`src/rtl/music_box_pkg.sv`:
```
// Shared state codes, FSM encodings and helpers for the music box mode sequencer.
package music_box_pkg;

    localparam int unsigned NUM_BUTTONS = 4;
    localparam int unsigned CODE_W      = 5;
    localparam int unsigned TIMEOUT_W   = 29;

    localparam logic [CODE_W-1:0] MB_DONOTHING     = 5'd0;
    localparam logic [CODE_W-1:0] MB_PLAYRECORDING = 5'd1;
    localparam logic [CODE_W-1:0] MB_MAKERECORDING = 5'd2;
    localparam logic [CODE_W-1:0] MB_PLAYSONG0     = 5'd3;
    localparam logic [CODE_W-1:0] MB_PLAYSONG1     = 5'd4;

    typedef enum logic [1:0] {
        IDLE    = 2'd0,
        ACTIVE  = 2'd1,
        HOLDOFF = 2'd2
    } seq_state_t;

    typedef enum logic [1:0] {
        NONE     = 2'd0,
        COMPLETE = 2'd1,
        ABORT    = 2'd2,
        TIMEOUT  = 2'd3
    } exit_reason_t;

    // Button index to the state code broadcast to the state modules.
    function automatic logic [CODE_W-1:0] idx_to_code(input logic [1:0] idx);
        logic [CODE_W-1:0] code;
        code = MB_DONOTHING;
        case (idx)
            2'd0: code = MB_PLAYRECORDING;
            2'd1: code = MB_MAKERECORDING;
            2'd2: code = MB_PLAYSONG0;
            2'd3: code = MB_PLAYSONG1;
            default: code = MB_DONOTHING;
        endcase
        return code;
    endfunction

endpackage

```
`src/rtl/button_conditioner.sv`:
```
// Synchronizes, debounces and edge-detects one active-low front-panel button.
module button_conditioner #(
    parameter int unsigned DEBOUNCE_CYCLES = 500_000
) (
    input  logic i_clk,
    input  logic i_rst_n,
    input  logic i_button_n,
    output logic o_press
);

    localparam int unsigned        CNT_W    = $clog2(DEBOUNCE_CYCLES + 1);
    localparam logic [CNT_W-1:0]   CNT_LAST = CNT_W'(DEBOUNCE_CYCLES - 1);

    logic             r_sync1;
    logic             r_sync2;
    logic             r_stable;
    logic             r_press;
    logic [CNT_W-1:0] r_cnt;

    // Accept a new level only after it differs from the stable one for DEBOUNCE_CYCLES samples.
    always_ff @(posedge i_clk or negedge i_rst_n) begin
        if (!i_rst_n) begin
            r_sync1  <= 1'b1;
            r_sync2  <= 1'b1;
            r_stable <= 1'b1;
            r_cnt    <= '0;
            r_press  <= 1'b0;
        end else begin
            r_sync1 <= i_button_n;
            r_sync2 <= r_sync1;
            r_press <= 1'b0;
            if (r_sync2 == r_stable) begin
                r_cnt <= '0;
            end else if (r_cnt == CNT_LAST) begin
                r_cnt    <= '0;
                r_stable <= r_sync2;
                r_press  <= ~r_sync2;
            end else begin
                r_cnt <= r_cnt + CNT_W'(1);
            end
        end
    end

    assign o_press = r_press;

endmodule

```
`src/rtl/music_box_mode_sequencer.sv`:
```
// Turns front-panel presses into the broadcast currentState code and sequences
// each session through completion, abort or watchdog timeout plus an exit hold-off.
module music_box_mode_sequencer
    import music_box_pkg::*;
#(
    parameter int unsigned DEBOUNCE_CYCLES = 500_000,
    parameter int unsigned HOLDOFF_CYCLES  = 100_000,
    parameter int unsigned TIMEOUT_CYCLES  = 500_000_000
) (
    input  logic                   clock_50Mhz,
    input  logic                   reset_n,
    input  logic [NUM_BUTTONS-1:0] button_n,
    input  logic [NUM_BUTTONS-1:0] stateComplete,
    output logic [CODE_W-1:0]      currentState,
    output logic                   busy,
    output logic [31:0]            debugString
);

    localparam int unsigned           HO_W    = $clog2(HOLDOFF_CYCLES + 1);
    localparam logic [HO_W-1:0]       HO_LOAD = HO_W'(HOLDOFF_CYCLES - 1);
    localparam logic [TIMEOUT_W-1:0]  TO_LAST = TIMEOUT_W'(TIMEOUT_CYCLES - 1);

    logic [NUM_BUTTONS-1:0] w_press;
    logic [1:0]             w_first;
    logic                   w_hit_done;
    logic                   w_hit_press;
    logic                   w_hit_to;

    logic [NUM_BUTTONS-1:0] r_cmp_s1;
    logic [NUM_BUTTONS-1:0] r_cmp_s2;
    logic [NUM_BUTTONS-1:0] r_cmp_prev;
    logic [NUM_BUTTONS-1:0] r_done;

    seq_state_t             r_state;
    exit_reason_t           r_reason;
    logic [1:0]             r_active_idx;
    logic [CODE_W-1:0]      r_cur;
    logic                   r_busy;
    logic [TIMEOUT_W-1:0]   r_to_cnt;
    logic [HO_W-1:0]        r_ho_cnt;
    logic [7:0]             r_sessions;

    for (genvar g = 0; g < NUM_BUTTONS; g++) begin : g_btn
        button_conditioner #(
            .DEBOUNCE_CYCLES (DEBOUNCE_CYCLES)
        ) u_cond (
            .i_clk      (clock_50Mhz),
            .i_rst_n    (reset_n),
            .i_button_n (button_n[g]),
            .o_press    (w_press[g])
        );
    end

    // stateComplete comes from the 1 kHz domain: synchronize, then pulse on the rising edge.
    always_ff @(posedge clock_50Mhz or negedge reset_n) begin
        if (!reset_n) begin
            r_cmp_s1   <= '0;
            r_cmp_s2   <= '0;
            r_cmp_prev <= '0;
            r_done     <= '0;
        end else begin
            r_cmp_s1   <= stateComplete;
            r_cmp_s2   <= r_cmp_s1;
            r_cmp_prev <= r_cmp_s2;
            r_done     <= r_cmp_s2 & ~r_cmp_prev;
        end
    end

    // Lowest pressed index wins when several buttons settle in the same cycle.
    always_comb begin
        w_first = 2'd0;
        for (int i = int'(NUM_BUTTONS) - 1; i >= 0; i--) begin
            if (w_press[i]) w_first = 2'(i);
        end
    end

    assign w_hit_done  = r_done[r_active_idx];
    assign w_hit_press = w_press[r_active_idx];
    assign w_hit_to    = (r_to_cnt == TO_LAST);

    always_ff @(posedge clock_50Mhz or negedge reset_n) begin
        if (!reset_n) begin
            r_state      <= IDLE;
            r_reason     <= NONE;
            r_active_idx <= 2'd0;
            r_cur        <= MB_DONOTHING;
            r_busy       <= 1'b0;
            r_to_cnt     <= '0;
            r_ho_cnt     <= '0;
            r_sessions   <= '0;
        end else begin
            case (r_state)
                IDLE: begin
                    if (|w_press) begin
                        r_state      <= ACTIVE;
                        r_active_idx <= w_first;
                        r_cur        <= idx_to_code(w_first);
                        r_busy       <= 1'b1;
                        r_to_cnt     <= '0;
                        r_sessions   <= r_sessions + 8'd1;
                    end
                end
                ACTIVE: begin
                    if (w_hit_done || w_hit_press || w_hit_to) begin
                        r_state  <= HOLDOFF;
                        r_cur    <= MB_DONOTHING;
                        r_ho_cnt <= HO_LOAD;
                        if (w_hit_done)       r_reason <= COMPLETE;
                        else if (w_hit_press) r_reason <= ABORT;
                        else                  r_reason <= TIMEOUT;
                    end else begin
                        r_to_cnt <= r_to_cnt + TIMEOUT_W'(1);
                    end
                end
                HOLDOFF: begin
                    if (r_ho_cnt == '0) begin
                        r_state <= IDLE;
                        r_busy  <= 1'b0;
                    end else begin
                        r_ho_cnt <= r_ho_cnt - HO_W'(1);
                    end
                end
                default: begin
                    r_state <= IDLE;
                    r_cur   <= MB_DONOTHING;
                    r_busy  <= 1'b0;
                end
            endcase
        end
    end

    assign currentState = r_cur;
    assign busy         = r_busy;
    assign debugString  = {8'd0, r_sessions, 7'd0, r_reason, r_state, r_cur};

endmodule

```
`config.mk`:
```
export PLATFORM = sky130hd
export DESIGN_NAME = music_box_mode_sequencer
export DESIGN_NICKNAME = d
export VERILOG_FILES = /design/src/rtl/music_box_pkg.sv /design/src/rtl/button_conditioner.sv /design/src/rtl/music_box_mode_sequencer.sv
export SDC_FILE = /design/constraint.sdc
export NUM_CORES = 1
export LEC_CHECK = 0
export ABC_AREA = 1
export CAP_MARGIN = 40
export CELL_PAD_IN_SITES_DETAIL_PLACEMENT = 1
export CELL_PAD_IN_SITES_GLOBAL_PLACEMENT = 1
export CORE_UTILIZATION = 40
export CTS_BUF_LIST = sky130_fd_sc_hd__clkbuf_8
export DETAILED_ROUTE_END_ITERATION = 8
export GPL_TIMING_DRIVEN = 1
export PLACE_DENSITY = 0.81
export SETUP_SLACK_MARGIN = 0.5
export SYNTH_ARGS = -nofsm -noshare
export SYNTH_HDL_FRONTEND = slang
export SYNTH_SLANG_ARGS = --single-unit
```
`constraint.sdc`:
```
create_clock -name clock_50Mhz -period 4.5 [get_ports clock_50Mhz]
set_input_delay 0.9 -clock clock_50Mhz [delete_from_list [all_inputs] [get_ports clock_50Mhz]]
set_output_delay 0.9 -clock clock_50Mhz [all_outputs]
set_load 0.02 [all_outputs]
```
---- Word-level counts from Yosys, hierarchy flattened ----
Cells that the tools add are included.
storage, ports and cells
  bits in registers ....................... 174
  input port bits ......................... 10
  logic and storage cells ................. 133
operators by class
  $add $sub $neg .......................... 7
  $lt $le $gt $ge ......................... 1
  eq/ne operators ......................... 19
  multiplexer cells ....................... 43
  bitwise operators ....................... 12
  reductions and logical operators ........ 19
operator list
  operator                                            count
  2-to-1 mux 19 bit                                   8
  adder 19 x 1 -> 19 bit, second input constant       4
  == test 19 bit, second input constant               4
  2-to-1 mux 29 bit                                   2
  case mux 29 bit (2 select lines)                    1
  2-to-1 mux 17 bit                                   2
  case mux 17 bit (2 select lines)                    1
  adder 29 x 1 -> 29 bit, second input constant       1
  == test 29 bit, second input constant               1
  case mux 5 bit (4 select lines)                     1
  logical NOT 17 bit                                  1
  subtractor 17 x 1 -> 17 bit, second input constant  1
  2-to-1 mux 2 bit                                    8
  case mux 5 bit (3 select lines)                     1
  AND reduction 3 bit                                 5
  2-to-1 mux 1 bit                                    13
  AND reduction 2 bit                                 6
  2-to-1 mux 5 bit                                    2
  != test 2 bit, second input constant                5
  inverter 1 bit                                      10
  adder 8 x 1 -> 8 bit, second input constant         1
  == test 2 bit, second input constant                3
  case mux 2 bit (3 select lines)                     1
  AND 4 bit                                           1
  other kinds (10)                                    18

---- Logic depth before layout (Yosys ltp) ----
Gate-level depths: netlist of run 1.
  word-level depth ........................ 8
  mapped depth ............................ 11
  gate-level depth less buffers ........... 11

---- Hierarchy ----
Synthesis of run 1 repeated with hierarchy kept, for this count alone.
second synthesis, totals
  cell total of the unflattened synthesis .. 1,267
  area, all modules ....................... 9,561.7 um2
by module, submodules not included
  module                                     instances  cells an instance  area an instance (um2)  sequential area each (um2)
  music_box_mode_sequencer                   1          668                4,660.7                 2,001.9
  button_conditioner at g_btn[0].u_cond ...  3          150                1,221.2                 579.3
  button_conditioner at g_btn[2].u_cond      1          149                1,237.4                 579.3

---- Least setup slack after synthesis of run 1 ----
No wires, ideal clock.
  path type ............................... register to register
  start ................................... register r_to_cnt[0]
  end ..................................... register r_to_cnt[11]
  setup time .............................. 0.117 ns
  data arrival time ....................... 1.537 ns
  required time ........................... 4.383 ns
  path slack .............................. 2.846 ns
  stages on the path, launching flop included .. 12
  path buffers ............................ 1
  period minus slack after synthesis ...... 1.654 ns
  cells stage by stage .................... dfrtp_1 > ha_1 > nand2_2 > nor2_4 > nand2_2 > nor2_1 > nand2_1 > nand3_2 > nand2_1 > buf_2 > nand2_1 > nand2_1
on the way
  word-level cells in the longest chain between the ends .. 4
RTL lines
  element                                                                         line                             source
  start, declared                                                                 music_box_mode_sequencer.sv:39   logic [TIMEOUT_W-1:0] r_to_cnt;
  start signal, assigned                                                          music_box_mode_sequencer.sv:112  r_to_cnt <= r_to_cnt + TIMEOUT_W'(1);
  parallel branches: the longest is 4 deep, another holds adder 29 x 1 -> 29 bit  n/a
Several ways; the timed one is not identified. The select of a mux whose other input is x is not followed.
A chain may end at the register's enable or synchronous reset.

---- Worst setup path after layout of run 1 ----
  start ................................... register r_sessions[5]
  end ..................................... output port debugString[21]
RTL lines
  element                 line                             source
  start, declared         music_box_mode_sequencer.sv:41   logic [7:0] r_sessions;
  start signal, assigned  music_box_mode_sequencer.sv:100  r_sessions <= r_sessions + 8'd1;
  end, declared           music_box_mode_sequencer.sv:16   output logic [31:0] debugString
No word-level cell between the ends.

==> metrics.md, run 1 <==
| Metric | Value |
|---|---|
| Status | completed |
| Largest net degree at the start of global routing | 95 |
| Antenna violations before repair | 0 |
| Psw | 0.0007478 W |
| Overall power | 0.002813 W |
| WHS | 0.2472 ns |
| Num ports | 48 |
| Cells after DPL | 1656 |
| FF-to-FF Start | g_btn[2].u_cond.o_press |
| PostCTS Resize Cnt | 0 |
| Share of layout cells above drive strength 1 | 4.821% |
| Vias | 8542 |
| Share of total power in the clock network | 40.2% |
| Final cell count without fillers | 1688 |
| Period utilization | 56.77% |
| H-tree Lvls | 4 |
| Initial core utilization | 40.71% |
| CP arrival | 1.65 ns |
| Setup TNS | 0 ns |
| Final core occ | 44.78% |
| Final setup viols | 0 |
| FMAX | 391.4 MHz |
| CTS Buf Count | 17 |
| DIE HEIGHT | 156.6 microns |
| Post-synthesis sequential area ratio | 45.20% |
| Net Sw Frac | 26.59% |
| Max-slew violation count | 0 |
| Clock Tree Buf Depth | 2 |
| Fill count | 3001 |
| Power Internal | 0.002065 W |
| Gr ovfl total | 0 |
| Leak Pwr | 4.846 nW |
| Syn_area_per_cell | 7.229 sq um |
| CP top delay family | buffers and inverters |
| Critical Path Start Type | flop |
| Die area | 24510 sq um |
| Vias in the first global route | 8945 |
| Commonest non-fill, non-tap cell in the layout | nand2_1 |
| Final net count | 1374 |
| Worst Skew | 0.01409 ns |
| Max Fanout on Critical Path | 5 |
| Hold crit path type | in2async |
| Crit. End Element | primary output |
| IO buf count | 28 |
| CP startpoint | r_sessions[5] |
| First-pass GRT wire length | 43.54 mm |
| Reg clk slew, reported paths | 0.10 ns |
| Post-CTS Setup Inserts | 0 |
| Power Dens Cells | 267.6 nW/um^2 |
| Diodes inserted | 0 |
| Seq pwr share | 56.3% |
| Total GRT Usage | 22.48% |
| DR DRC count | 0 |
| Site Rows | 56 |
| Yosys warning count | 0 |
| CP bufs+invs | 1 |
| CTS sink cnt | 172 |
| Die width | 156.6 microns |
| Mapped Area | 9557 sq um |
| Crit path kind | reg2out |
| Cells after Synth | 1322 |
| DR pass1 iterations | 4 |
| Critical path's slowest cell | clkdlybuf4s50_1 |
| Area growth, synth to finish | 9.989% |
| Fin. Hold Viols | 0 |
| CP max stage delay | 0.67 ns |
| HPWL after detailed placement | 19.27 mm |
| Peak supply drop | 0.1766 mV |
| Clock root buffer | clkbuf_8 |
| RSZ-0062 raised after global routing | no |
| Post-CTS Hold Buffers | 0 |
| Drt total wl | 25.68 mm |
| Floorplan Core Area | 23470 sq um |
| Yosys reg bits | 172 |
| Max-slew headroom | 41.90% |
| CTS tree | done |
| Vias per cell | 5.060 |
| Most frequent cells in the layout | nand2_1, nor2_1, inv_1, dfrtp_1, nand3_1 |
| Starting DRT DRC Count | 355 |
| Routed len/inst | 15.21 microns |
| Post-route minimum period | 2.555 ns |
| Tightest Pin Transition | 0.8706 ns |
| Routability congestion estimate | 0.8735 |
| Worst EP required | 3.60 ns |
| Max Cap Viol | 0 |
| Clk_lat worst skew | 0.48 ns |
| Sequence of cells on the critical path | clkdlybuf4s50_1 |
| Gate power share | 3.5% |
| Synth cell types | 37 |
| Antenna Violating Nets Remaining | 0 |
==> cells by family (layout without fill, tap and decap cells) <==
logic type	count (synthesis)	after routing	share of synthesized area [%]
AO/OA/AOI/OAI	58	58	3.286
XOR/XNOR	41	41	3.757
adder cells (fa/ha/maj)	8	8	1.047
buffers and inverters	202	231	9.112
flip-flops	172	172	45.20
other	1	19	0.03924
AND/OR/NAND/NOR	840	840	37.56
==> Yosys cell counts <==
master / n / area share, %
nand2_1: 357 / 14
nor2_4: 1 / 0.12
dfrtp_1: 160 / 42
nand3b_1: 10 / 0.79
nand3_1: 130 / 6.8
dfstp_2: 12 / 3.3
nor3_1: 51 / 2.7
nand3_2: 2 / 0.21
o21a_1: 1 / 0.079
or2_2: 1 / 0.066
a21o_1: 2 / 0.16
a31oi_1: 2 / 0.13
nor2_1: 235 / 9.2
o21bai_1: 3 / 0.24
buf_2: 6 / 0.31
clkbuf_1: 6 / 0.24
nor2_2: 2 / 0.13
ha_1: 8 / 1.0
o21ai_0: 22 / 1.2
nor4_1: 2 / 0.13
xnor2_1: 4 / 0.37
xor2_1: 37 / 3.4
conb_1: 1 / 0.039
buf_4: 22 / 1.7
nor3_2: 1 / 0.10
nor3b_1: 7 / 0.55
nand4_1: 36 / 2.4
inv_2: 2 / 0.079
a31o_2: 1 / 0.092
nand2_2: 4 / 0.26
inv_1: 161 / 6.3
clkinv_1: 2 / 0.079
a211oi_1: 1 / 0.079
buf_6: 3 / 0.35
o21ai_1: 2 / 0.10
nand2_4: 1 / 0.12
a21oi_1: 24 / 1.3
==> sequential cells by signal, summed over array words and instances (netlist names), 3 cells and up <==
register,flops
currentState,3
g_btn.u_cond.o_press,4
g_btn.u_cond.r_cnt,76
g_btn.u_cond.r_stable,4
g_btn.u_cond.r_sync1,4
g_btn.u_cond.r_sync2,4
r_cmp_prev,4
r_cmp_s1,4
r_cmp_s2,4
r_done,4
r_ho_cnt,17
r_sessions,8
r_to_cnt,29
==> power groups by stage <==
stage | registers, W | clock network [W] | logic, W
after floorplan | 0.00161 | 0 | 0.0000565
after global placement | 0.00161 | 0 | 0.0000959
after detailed placement | 0.00161 | 0 | 0.000102
after CTS | 0.00158 | 0.00116 | 0.000102
after global routing | 0.00159 | 0.00122 | 0.000114
final | 0.00158 | 0.00113 | 0.0000982
==> area by class of cell <==
type / count / area [sq um] / area share, %
Multi-Input combinational cell: 966 / 4434 / 42.19
Sequential cell: 172 / 4319 / 41.09
Inverter: 165 / 619.3 / 5.892
Tap cell: 319 / 399.1 / 3.797
Timing Repair Buffer: 34 / 349.1 / 3.321
Clock buffer: 18 / 247.7 / 2.357
Clock inverter: 14 / 142.6 / 1.357
==> path summary, 6_finish.rpt <==
path	to	slack [ns]	cells after the start
worst min-delay path	r_ho_cnt[11]	0.25	1
max in group asynchronous	g_btn[1].u_cond.r_stable	3.15	3
worst min register to register	g_btn[1].u_cond.r_sync2	0.36	0
worst max register to register	r_to_cnt[8]	2.07	6
min in group clock_50Mhz	g_btn[1].u_cond.r_sync2	0.36	0
worst max-delay path	debugString[21]	1.95	1
==> stage by stage <==
stage | instance area (sq um) | setup WS (ns)
after global routing | 10510 | 1.877
final | 10510 | 1.945
after floorplan | 9624 | 2.846
after detailed placement | 10120 | 2.133
after CTS | 10510 | 1.909
after global placement | 10090 | 2.222
==> per-layer routing <==
| layer | share of wire, % | wire length (microns) | global-route usage, % | vias up |
|---|---|---|---|---|
| met2 | 48 | 12400 | 38.56 | 101 |
| met4 | 1.4 | 364 | 6.256 | 0 |
| met1 | 47 | 12170 | 28.95 | 4205 |
| met3 | 2.9 | 741 | 4.043 | 27 |
| met5 | 0 | 0 | 0 | - |
| li1 | - | - | - | 4209 |
==> worst reg2reg max path, delay by kind of cell (launching register included) <==
family / cells / cell delay (ns)
and+or+nand+nor: 6 / 1.90
DFF: 1 / 0.41
Power figures use the tool's default switching activity.
==> run 2, diff against run 1 <==
PLACE_DENSITY = 0.84   (was 0.81)
clock period = 2.15 ns   (was 4.5 ns; I/O delays follow)
==> metrics.md, run 2 (synthesis results as in run 1) <==
| Metric | Value |
|---|---|
| Routability congestion estimate | 0.9076 (+3.9%) |
| Max-slew violation count | 0 (unchanged) |
| DR DRC count | 0 (unchanged) |
| Clock root buffer | clkbuf_8 |
| Initial core utilization | 40.71% (unchanged) |
| Vias | 9734 (+14%) |
| Largest Register | g_btn.u_cond.r_cnt |
| Fill count | 2880 (-4.0%) |
| Crit. End Element | flop |
| Period utilization | 92.22% |
| DIE HEIGHT | 156.6 microns (unchanged) |
| Clk_lat worst skew | 0.49 ns (about the same) |
| CTS Buf Count | 17 (unchanged) |
| Final core occ | 51.36% (+6.6 points) |
| Leak Pwr | 5.682 nW (+17%) |
| Critical Path Start Type | flop |
| Biggest regs | g_btn.u_cond.r_cnt x76, r_to_cnt x29, r_ho_cnt x17 |
| H-tree Lvls | 4 (unchanged) |
| Antenna violations before repair | 0 (unchanged) |
| Status | completed |
| Max-slew headroom | 64.63% (+23 points) |
| Die area | 24510 sq um (unchanged) |
| Power Dens Cells | 513.9 nW/um^2 (+92%) |
| Commonest non-fill, non-tap cell in the layout | nand2_1 |
| CP arrival | 2.41 ns (+0.76 ns) |
| Worst Skew | 0.02629 ns (+0.01220 ns) |
| Post-route minimum period | 1.983 ns |
| IO buf count | 28 (unchanged) |
| Vias in the first global route | 9569 (+7.0%) |
| Final net count | 1452 (+5.7%) |
| Clock Tree Buf Depth | 2 (unchanged) |
| Crit path to | r_to_cnt[17] |
| CP max stage delay | 0.50 ns (-0.17 ns) |
| CTS tree | done |
| Largest net degree at the start of global routing | 67 (-29%) |
| Starting DRT DRC Count | 589 (+66%) |
| DR pass1 iterations | 7 (+3) |
| Crit Reg-Reg Endpoint | r_to_cnt[17] |
| Critical path's slowest cell | dfrtp_2 |
| Gr ovfl total | 0 (unchanged) |
| HPWL after detailed placement | 19.29 mm (+0.11%) |
| Tightest Pin Transition | 0.5294 ns (-0.3412 ns) |
| Sequence of cells on the critical path | nand2_1 -> nor2_1 -> nand2_1 -> nor2_1 -> nand2_1 -> nand2_1 -> nand2_1 -> nor2_1 -> nand2_4 -> nand2_2 |
| Crit path kind | reg2reg |
| Cell mode on critical path | nand2_1 |
| Fin. Hold Viols | 0 (unchanged) |
| R2r setup slk | 0.17 ns (-1.90 ns) |
| Diodes inserted | 0 (unchanged) |
| Share of layout cells above drive strength 1 | 21.08% (+16 points) |
| CP startpoint | r_to_cnt[16] |
| Drt total wl | 34.60 mm (+35%) |
| Peak supply drop | 0.3176 mV (+80%) |
| Area growth, synth to finish | 26.15% |
| Total GRT Usage | 25.21% (+2.7 points) |
| Worst EP required | 2.57 ns (-1.03 ns) |
| FMAX | 504.3 MHz |
| Final setup viols | 0 (unchanged) |
| CTS sink cnt | 172 (unchanged) |
| Die width | 156.6 microns (unchanged) |
| Max Cap Viol | 0 (unchanged) |
| Site Rows | 56 (unchanged) |
| Hold crit path type | in2async |
| Num ports | 48 (unchanged) |
| Setup TNS | 0 ns (unchanged) |
| Max FFs per register | 76 (unchanged) |
| RSZ-0062 raised after global routing | yes |
| Reg clk slew, reported paths | 0.12 ns (+0.02 ns) |
| Vias per cell | 5.512 (+8.9%) |
| Routed len/inst | 19.59 microns (+29%) |
| First-pass GRT wire length | 48.52 mm (+11%) |
| Most frequent cells in the layout | nand2_1, nor2_1, inv_1, dfrtp_1, nand3_1 |
| Max Fanout on Critical Path | 6 (+1) |
| Antenna Violating Nets Remaining | 0 (unchanged) |
| Reg2reg path depth | 10 (+4) |
| Floorplan Core Area | 23470 sq um (unchanged) |
| FF-to-FF Start | r_to_cnt[16] |
[run 2: cell type report]
class / count / area, sq um / share of cell area, %
multi-input combinational: 966 / 5107 / 42.37
sequential: 172 / 4340 / 36.00
timing repair buffer: 112 / 1141 / 9.465
inverter: 165 / 625.6 / 5.189
tap: 319 / 399.1 / 3.311
clock buffer: 17 / 234.0 / 1.941
clock inverter: 15 / 207.7 / 1.723
[run 2: stage by stage]
step | total power (W) | area [sq um] | instances | hold slack, ns | setup slack [ns]
5_1_grt | 0.006357 | 12060 | 1766 | 0.3289 | 0.1246
3_3_place_gp | 0.003586 | 10250 | 1669 | 0.2866 | 0.3393
2_1_floorplan | 0.003485 | 9627 | 1340 | 0.1344 | 0.5202
6_report | 0.006196 | 12060 | 1766 | 0.3411 | 0.1672
4_1_cts | 0.006174 | 11320 | 1731 | 0.3280 | 0.3489
3_5_place_dp | 0.003597 | 10250 | 1669 | 0.2823 | 0.1607
[run 2: repair_timing]
item | in CTS | in global routing
endpoints found under the hold margin | 7 | 0
cloned | 4 | 2
buffers inserted | 25 | 33
endpoints found under the setup margin | 124 | 125
pin swaps | 19 | 33
hold buffers | 1 | 0
gates resized for setup | 136 | 151
[run 2: worst min path at each step]
| stage | startpoint | end | slack [ns] | cells past startpoint |
|---|---|---|---|---|
| 2_1_floorplan | reset_n | busy | 0.13 | 0 |
| 3_3_place_gp | reset_n | g_btn[2].u_cond.r_cnt[9] | 0.29 | 1 |
| 3_5_place_dp | reset_n | g_btn[2].u_cond.r_cnt[9] | 0.28 | 1 |
| 4_1_cts | button_n[0] | g_btn[0].u_cond.r_sync1 | 0.33 | 1 |
| 5_1_grt | reset_n | r_ho_cnt[5] | 0.33 | 2 |
| 6_report | reset_n | g_btn[2].u_cond.r_cnt[9] | 0.34 | 2 |
[run 2: power by group]
part | internal (W) | switching [W] | total [W] | leakage (nW)
Sequential | 0.00328 | 0.0000410 | 0.00332 | 2.29
Clock | 0.00119 | 0.00142 | 0.00261 | 0.219
Combinational | 0.0000794 | 0.000181 | 0.000260 | 3.17
Total | 0.00455 | 0.00164 | 0.00620 | 5.68
[run 2: per-layer routing]
layer,wire length [microns],GRT usage (%),vias up
met3,1378,3.295,120
met4,1288,8.870,0
met5,0,0,-
li1,-,-,4377
met2,17790,44.54,330
met1,14140,31.49,4907
[run 2: worst max-delay path: cells and delay by family, from the launching register on]
family	cells	cell delay (ns)
and+or+nand+nor	10	1.41
DFF	1	0.50
